## src/rtl/oport_uart_tx.sv

```systemverilog
// Output-port UART transmitter: byte FIFO feeding an 8N1 serial framer.
// Define OPORT_PARITY_EN to add an even-parity bit (8E1 framing).
module oport_uart_tx #(
  parameter int unsigned CLKS_PER_BIT = 4,
  parameter int unsigned FIFO_DEPTH   = 8
) (
  input  logic                         clk,
  input  logic                         reset,
  input  logic [7:0]                   oport,
  input  logic                         oport_we,
  output logic                         tx,
  output logic                         busy,
  output logic [$clog2(FIFO_DEPTH):0]  fifo_count,
  output logic                         overflow
);

  localparam int unsigned AW = $clog2(FIFO_DEPTH);
  localparam int unsigned TW = 16;
  localparam logic [TW-1:0] TimerLast = TW'(CLKS_PER_BIT - 1);
  localparam logic [AW:0]   PtrOne    = (AW + 1)'(1);
  localparam logic [AW:0]   FullCount = (AW + 1)'(FIFO_DEPTH);

  typedef enum logic [2:0] {
    StIdle   = 3'd0,
    StStart  = 3'd1,
    StData   = 3'd2,
`ifdef OPORT_PARITY_EN
    StParity = 3'd3,
`endif
    StStop   = 3'd4
  } state_e;

  // ---------------------------------------------------------------------------
  // Byte FIFO
  // ---------------------------------------------------------------------------
  logic [7:0]  mem [FIFO_DEPTH];
  logic [AW:0] wr_ptr_q, wr_ptr_d;
  logic [AW:0] rd_ptr_q, rd_ptr_d;
  logic [AW:0] count_q, count_d;
  logic        full, empty;
  logic        push, pop;
  logic [7:0]  head;
  logic        overflow_q, overflow_d;

  assign count_q = wr_ptr_q - rd_ptr_q;
  assign full    = (count_q == FullCount);
  assign empty   = (count_q == '0);
  assign head    = mem[rd_ptr_q[AW-1:0]];

  // A pop in the same cycle frees a slot, so a write into a full FIFO still lands.
  assign push       = oport_we && (!full || pop);
  assign overflow_d = overflow_q || (oport_we && full && !pop);

  assign wr_ptr_d = push ? wr_ptr_q + PtrOne : wr_ptr_q;
  assign rd_ptr_d = pop  ? rd_ptr_q + PtrOne : rd_ptr_q;
  assign count_d  = wr_ptr_d - rd_ptr_d;

  always_ff @(posedge clk) begin
    if (push) begin
      mem[wr_ptr_q[AW-1:0]] <= oport;
    end
  end

  always_ff @(posedge clk or posedge reset) begin
    if (reset) begin
      wr_ptr_q   <= '0;
      rd_ptr_q   <= '0;
      overflow_q <= 1'b0;
    end else begin
      wr_ptr_q   <= wr_ptr_d;
      rd_ptr_q   <= rd_ptr_d;
      overflow_q <= overflow_d;
    end
  end

  // ---------------------------------------------------------------------------
  // Serial framer
  // ---------------------------------------------------------------------------
  state_e          state_q, state_d;
  logic [TW-1:0]   timer_q, timer_d;
  logic [2:0]      bit_idx_q, bit_idx_d;
  logic [7:0]      data_q, data_d;
  logic            tx_q, tx_d;
  logic            busy_q, busy_d;
  logic            bit_done;

  assign bit_done = (timer_q == TimerLast);

  always_comb begin
    state_d   = state_q;
    timer_d   = timer_q;
    bit_idx_d = bit_idx_q;
    data_d    = data_q;
    pop       = 1'b0;

    unique case (state_q)
      StIdle: begin
        if (!empty) begin
          pop       = 1'b1;
          data_d    = head;
          state_d   = StStart;
          timer_d   = '0;
          bit_idx_d = '0;
        end
      end
      StStart: begin
        if (bit_done) begin
          timer_d = '0;
          state_d = StData;
        end else begin
          timer_d = timer_q + TW'(1);
        end
      end
      StData: begin
        if (bit_done) begin
          timer_d   = '0;
          bit_idx_d = bit_idx_q + 3'd1;
          if (bit_idx_q == 3'd7) begin
`ifdef OPORT_PARITY_EN
            state_d = StParity;
`else
            state_d = StStop;
`endif
          end
        end else begin
          timer_d = timer_q + TW'(1);
        end
      end
`ifdef OPORT_PARITY_EN
      StParity: begin
        if (bit_done) begin
          timer_d = '0;
          state_d = StStop;
        end else begin
          timer_d = timer_q + TW'(1);
        end
      end
`endif
      StStop: begin
        if (bit_done) begin
          timer_d = '0;
          state_d = StIdle;
        end else begin
          timer_d = timer_q + TW'(1);
        end
      end
      default: begin
        state_d   = StIdle;
        timer_d   = '0;
        bit_idx_d = '0;
      end
    endcase
  end

  // tx and busy are registered from next-state values so they change on the same edge.
  always_comb begin
    tx_d = 1'b1;
    unique case (state_d)
      StIdle:   tx_d = 1'b1;
      StStart:  tx_d = 1'b0;
      StData:   tx_d = data_d[bit_idx_d];
`ifdef OPORT_PARITY_EN
      StParity: tx_d = ^data_d;
`endif
      StStop:   tx_d = 1'b1;
      default:  tx_d = 1'b1;
    endcase
    busy_d = (state_d != StIdle) || (count_d != '0);
  end

  always_ff @(posedge clk or posedge reset) begin
    if (reset) begin
      state_q   <= StIdle;
      timer_q   <= '0;
      bit_idx_q <= '0;
      data_q    <= '0;
      tx_q      <= 1'b1;
      busy_q    <= 1'b0;
    end else begin
      state_q   <= state_d;
      timer_q   <= timer_d;
      bit_idx_q <= bit_idx_d;
      data_q    <= data_d;
      tx_q      <= tx_d;
      busy_q    <= busy_d;
    end
  end

  assign tx         = tx_q;
  assign busy       = busy_q;
  assign fifo_count = count_q;
  assign overflow   = overflow_q;

endmodule
```

## config.mk

```make
export PLATFORM = sky130hd
export DESIGN_NAME = oport_uart_tx
export DESIGN_NICKNAME = d
export VERILOG_FILES = /design/src/rtl/oport_uart_tx.sv
export SDC_FILE = /design/constraint.sdc
export NUM_CORES = 1
export LEC_CHECK = 0
export BUFFER_PORTS_ARGS = -buffer_cell sky130_fd_sc_hd__buf_4
export CORE_MARGIN = 2
export CORE_UTILIZATION = 66
export CTS_BUF_LIST = sky130_fd_sc_hd__clkbuf_4 sky130_fd_sc_hd__clkbuf_8 sky130_fd_sc_hd__clkbuf_16
export CTS_CLUSTER_DIAMETER = 50
export DETAILED_ROUTE_END_ITERATION = 7
export GPL_TIMING_DRIVEN = 1
export PLACE_DENSITY = 0.9
export SYNTH_ARGS = -nofsm -noshare
export SYNTH_HDL_FRONTEND = slang
export SYNTH_SLANG_ARGS = --single-unit
```

## constraint.sdc

```tcl
create_clock -name clk -period 8.6 [get_ports clk]
set_clock_uncertainty 0.1 [all_clocks]
set_input_delay 0.86 -clock clk [delete_from_list [all_inputs] [get_ports clk]]
set_output_delay 0.86 -clock clk [all_outputs]
set_load 0.05 [all_outputs]
```

# Word-level counts from Yosys, hierarchy flattened
# Memories as Yosys holds them, arrays and structs flattened.
# Cells that the tools add are included.
# totals
word_cells	63
mem_count	1
output_inout_bits	7
ramBits	64
register_bits	41
# classes
n_eq_ne	9
add_sub_neg	6
n_lt_le_gt_ge	1
mux	23
reduce_logical	14
# mem_list
name	depth	width	read_ports	rd_clocked_by_memory_dff	wr	line_no	source
mem	8	8	1	0	1	36	logic [7:0] mem [FIFO_DEPTH];
# op_table
cell	n
2-to-1 mux 16 bit	2
case mux 16 bit (2 select lines)	1
2-to-1 mux 3 bit	7
adder 16 x 1 -> 16 bit (second input constant)	1
equality test 16 x 2 -> 1 bit (second input constant)	1
2-to-1 mux 8 bit	2
case mux 3 bit (4 select lines)	1
case mux 3 bit (3 select lines)	1
adder 4 x 1 -> 4 bit (second input constant)	2
2-to-1 mux 4 bit	2
subtractor 4 bit	2
equality test 3 x 1 -> 1 bit (second input constant)	2
equality test 3 x 2 -> 1 bit (second input constant)	2
equality test 3 bit (second input constant)	2
2-to-1 mux 1 bit	5
equality test 4 bit (second input constant)	1
logical NOT 4 bit	1
< comparator 3 x 4 -> 1 bit (second input constant)	1
nonzero test 4 bit	1
adder 3 x 1 -> 3 bit (second input constant)	1
binary-select mux 1 bit (select 3 bit)	1
logical AND 1 bit	3
logical NOT 3 bit	1
logical OR 1 bit	3
other kinds (6)	7

# Depth between registers and ports, before layout
# depth
depth_word	10
depth_mapped	17

# Worst setup path before layout
# OpenSTA, ideal clock, no wires.
# synth_timing
kind	register -> register
startpoint	reg rd_ptr_q[1]
endpoint	reg busy_q, in the netlist busy
setup_time_ps	138
n_path_buf	3
arrival_ps	4390
required_time_ps	8362
slack_ps	3971
stages_incl_launch_ff	16
path_cell_list	dfrtp_1 > buf_2 > buf_1 > inv_1 > fa_1 > xor2_1 > nor3_2 > a31oi_2 > buf_6 > mux2i_1 > ha_1 > a21o_1 > a21oi_1 > xnor2_1 > xnor2_1 > or4_1
# synth_via
elab_chain_len	10
# synth_lines
element	line_no	source
start, declared	38	logic [AW:0] rd_ptr_q, rd_ptr_d;
start signal, assigned	71	rd_ptr_q <= rd_ptr_d;
subtractor 4 bit *	45	assign count_q = wr_ptr_q - rd_ptr_q;
net fifo_count[2]	13	output logic [$clog2(FIFO_DEPTH):0] fifo_count,
logical NOT 4 bit	47	assign empty = (count_q == '0);
2-to-1 mux 1 bit	98	if (!empty) begin
2-to-1 mux 1 bit	96	unique case (state_q)
logical OR 1 bit	51	assign push = oport_we && (!full || pop);
logical AND 1 bit	51	
2-to-1 mux 4 bit	54	assign wr_ptr_d = push ? wr_ptr_q + PtrOne : wr_ptr_q;
subtractor 4 bit	56	assign count_d = wr_ptr_d - rd_ptr_d;
nonzero test 4 bit	168	busy_d = (state_d != StIdle) || (count_d != '0);
logical OR 1 bit *	168	
net busy_d	84	logic busy_q, busy_d;
end signal, assigned	185	busy_q <= busy_d;
end, declared	84	
# The timed path passes the listed nets; every way through them passes the cells marked *.
# A chain may end at the register's enable or synchronous reset.

# Worst setup path in the final report
# layout_timing
startpoint	reg rd_ptr_q[0]
endpoint	reg busy_q, in the netlist busy
# layout_via
elab_chain_len	10
# layout_lines
element	line_no
subtractor 4 bit	45
logical NOT 4 bit	47
2-to-1 mux 1 bit	98
2-to-1 mux 1 bit	96
logical OR 1 bit	51
logical AND 1 bit	51
2-to-1 mux 4 bit	54
subtractor 4 bit	56
nonzero test 4 bit	168
logical OR 1 bit *	168
net busy_d	84
# Marks and branches as above.

==> reports/qor.yml <==
run_status:
  status: "complete, no violations"
timing:
  finalHoldWorstSlack_ns: 0.391
  hold_violations: 0
  finalCriticalPeriod_ns: 4.94
  slew_headroom: 0.0700
  final-setup-viol-count: 0
  grt_setup_unrepaired: "no"
  fmax_mhz: 203
  final_max_slew_viol_count: 0
  tightest_slew_ns: 1.39
  tns_ns: 0
  worst_slack_ns: 3.66
  finalCritPeriodShare: 0.574
placed_design:
  dp_slack_ns: 3.65
  portBuffers: 17
  dp_cells: 462
  hpwl_um: 6440
  gp_congestion: 0.899
clock_tree:
  post_cts_resized: 0
  clockBufferDepth: 2
  insertion_delay_ns: 0.37
  post-cts-setup-buffers: 0
  cts_root_buf: "clkbuf_8"
  clk_pin_slew_ns: 0.11
  numCtsBuffers: 9
  postCtsHoldBufs: 0
  htreeDepth: 3
  cts.sinks: 105
  cts_tree: "done"
global_routing:
  grt_pass1_wl_um: 16000
  track_usage: 0.259
  grt_max_degree: 42
  grt_antenna_before_repair: 0
  grt_pass1_vias: 3083
  globalRouteOverflowTotal: 0
synthesis:
  ys_seq_area_frac: 0.606
  yosysWarnings: 0
  syn-num-nets: 379
  ys_top_cells_by_count: "edfxtp_1, nand2_1, dfrtp_1"
  synth_area_leaders: "edfxtp_1, dfrtp_1, mux4_2"
  ys_async_sr_fraction: 0.390
  yosysMostFrequentCell: "edfxtp_1"
  synth.cell_area_um2: 4870
  synth_cell_types: 60
  synth_edf_count: 64
  yosysTopAreaCell: "edfxtp_1"
  synth-seq-cells: 105
  synth_cells: 356
  synth_ff_type: "edfxtp_1"
  synth_top_cell_area_share: 0.395
  avgSynthCellArea_um2: 13.7
pwr:
  leakage_nw: 2.06
  seqPwrFrac: 0.389
  p_clk_frac: 0.155
  pwr_density_cell_nw_per_um2: 370
  combinationalPowerShare: 0.456
  p_total_mw: 1.96
  intPower_mw: 1.13
  ir_drop_uv: 389
  swShare: 0.424
  switchingPower_mw: 0.829
route:
  drt_wl_total_um: 9600
  highest_layer: "met4"
  num_vias: 3041
  post_drt_via_cell_ratio: 6.36
  first_pass_iters: 5
  drtIter0Drc: 274
  routed-wl-met3_um: 469
  route.detailed.drc: 0
  met1Wirelength_um: 3960
  wl_met2_um: 4930
  wire_per_inst_um: 20.1
  ant_nets: 0
worst_setup_path:
  end_kind: "flip-flop"
  reg2regPathDepth: 13
  timing.rr.end: "busy$_DFF_PP0_"
  rr_startpoint: "rd_ptr_q[0]$_DFF_PP0_"
  critPathKind: "reg -> reg"
  worstSetupStartpointType: "flip-flop"
  worst_ep_arrival_time_ns: 5.09
  r2r_slack_ns: 3.66
  required_ns: 8.75
  cp_max_fo: 19
final_layout:
  final_cells: 478
  drive_gt1_frac: 0.214
  nNetsFinal: 397
  fill_cells: 469
  antennaDiodeCount: 0
  area_growth_syn_to_layout_pct: 8.69
worst_hold_path:
  min_delay_worst_endpoint: "overflow$_DFF_PP0_"
  min_path_cells: 1
  hold_path.class: "reg -> reg"
  min-delay-start: "overflow$_DFF_PP0_"
floorplan:
  die-area_um2: 8080
  io_pins: 18
  die_h_um: 89.9
  row_count: 31
  fp.dieW_um: 89.9
  start_util: 0.674
  core_area_um2: 7210
flow_run:
  maxCapViolations: 0
-- placed cells by master, fill, tap and decap left out, types with 2 or more instances in the layout --
cell / instances
a21oi_1: 5
a31oi_1: 3
or3_1: 2
nand4_1: 5
o31ai_1: 4
edfxtp_1: 64
inv_8: 5
nor4_2: 2
mux2_4: 5
nor2_1: 14
nor4_1: 2
mux4_2: 16
nand3_1: 6
buf_4: 21
mux2_1: 2
dfrtp_1: 40
a21o_1: 2
ha_1: 11
and2_1: 3
o21ai_1: 2
o21ai_0: 22
nand2b_1: 3
nand2_1: 50
nor3_1: 5
xor2_1: 3
clkbuf_8: 9
mux2i_1: 5
inv_1: 13
and3_1: 6
xnor2_1: 9
mux2_2: 7
nand4b_1: 2
-- worst max-delay path, stage by stage (launching register included) --
cell,delay [ns]
dfrtp_1,1.06
ha_1,0.31
inv_1,0.06
fa_1,0.38
xor2_1,0.31
nor3_2,0.14
a31oi_2,0.77
mux2i_1,0.36
ha_1,0.30
a21o_1,0.18
a21oi_1,0.17
xnor2_1,0.15
xnor2_1,0.08
or4_1,0.46
-- stage by stage --
step                cell area (µm²)   util
floorplan                      4870      -
global placement               5090  0.706
detailed placement             5090  0.706
CTS                            5290  0.733
global route                   5290  0.733
finish                         5290  0.733
-- per-layer routing --
metal | track usage | vias to the layer above
li1 | - | 1364
met1 | 0.359 | 1555
met2 | 0.414 | 99
met3 | 0.0553 | 23
met4 | 0.0974 | 0
met5 | 0 | -
-- area by class of cell --
type | count | area (µm²) | share of cell area
Sequential cell | 105 | 2950 | 0.558
Multi-Input combinational cell | 223 | 1810 | 0.342
Timing Repair Buffer | 21 | 158 | 0.0298
Clock buffer | 9 | 124 | 0.0234
Tap cell | 99 | 124 | 0.0234
Clock inverter | 7 | 73.8 | 0.0140
Inverter | 14 | 52.6 | 0.00994
-- cell families after synthesis --
kind of cell	after synthesis	share of synthesized area
AO/OA/AOI/OAI	52	0.0748
XOR/XNOR	13	0.0249
adder cells (fa/ha/maj)	12	0.0324
buffers and inverters	28	0.0273
flip-flops	105	0.606
multiplexers	35	0.121
AND/OR/NAND/NOR	111	0.114
-- worst max path at each step --
stage                                      from             end
after floorplan           rd_ptr_q[1]$_DFF_PP0_  busy$_DFF_PP0_
after global placement    rd_ptr_q[0]$_DFF_PP0_  busy$_DFF_PP0_
after detailed placement  rd_ptr_q[0]$_DFF_PP0_  busy$_DFF_PP0_
after CTS                 rd_ptr_q[0]$_DFF_PP0_  busy$_DFF_PP0_
after global routing      rd_ptr_q[0]$_DFF_PP0_  busy$_DFF_PP0_
final                     rd_ptr_q[0]$_DFF_PP0_  busy$_DFF_PP0_
-- flip-flops by register name, indices dropped and copies added, names as in the netlist --
name / cells
bit_idx_q: 3
timer_q: 16
tx: 1
state_q: 3
data_q: 8
mem: 64
wr_ptr_q: 4
busy: 1
overflow: 1
rd_ptr_q: 4
-- power groups by stage --
stage | Sequential, mW | Combinational [mW] | Clock (mW)
floorplan | 0.707 | 0.742 | 0
global placement | 0.762 | 0.841 | 0
detailed placement | 0.770 | 0.881 | 0
CTS | 0.759 | 0.891 | 0.307
global route | 0.777 | 0.972 | 0.330
finish | 0.761 | 0.893 | 0.303
(Power assumes the default switching activity.)
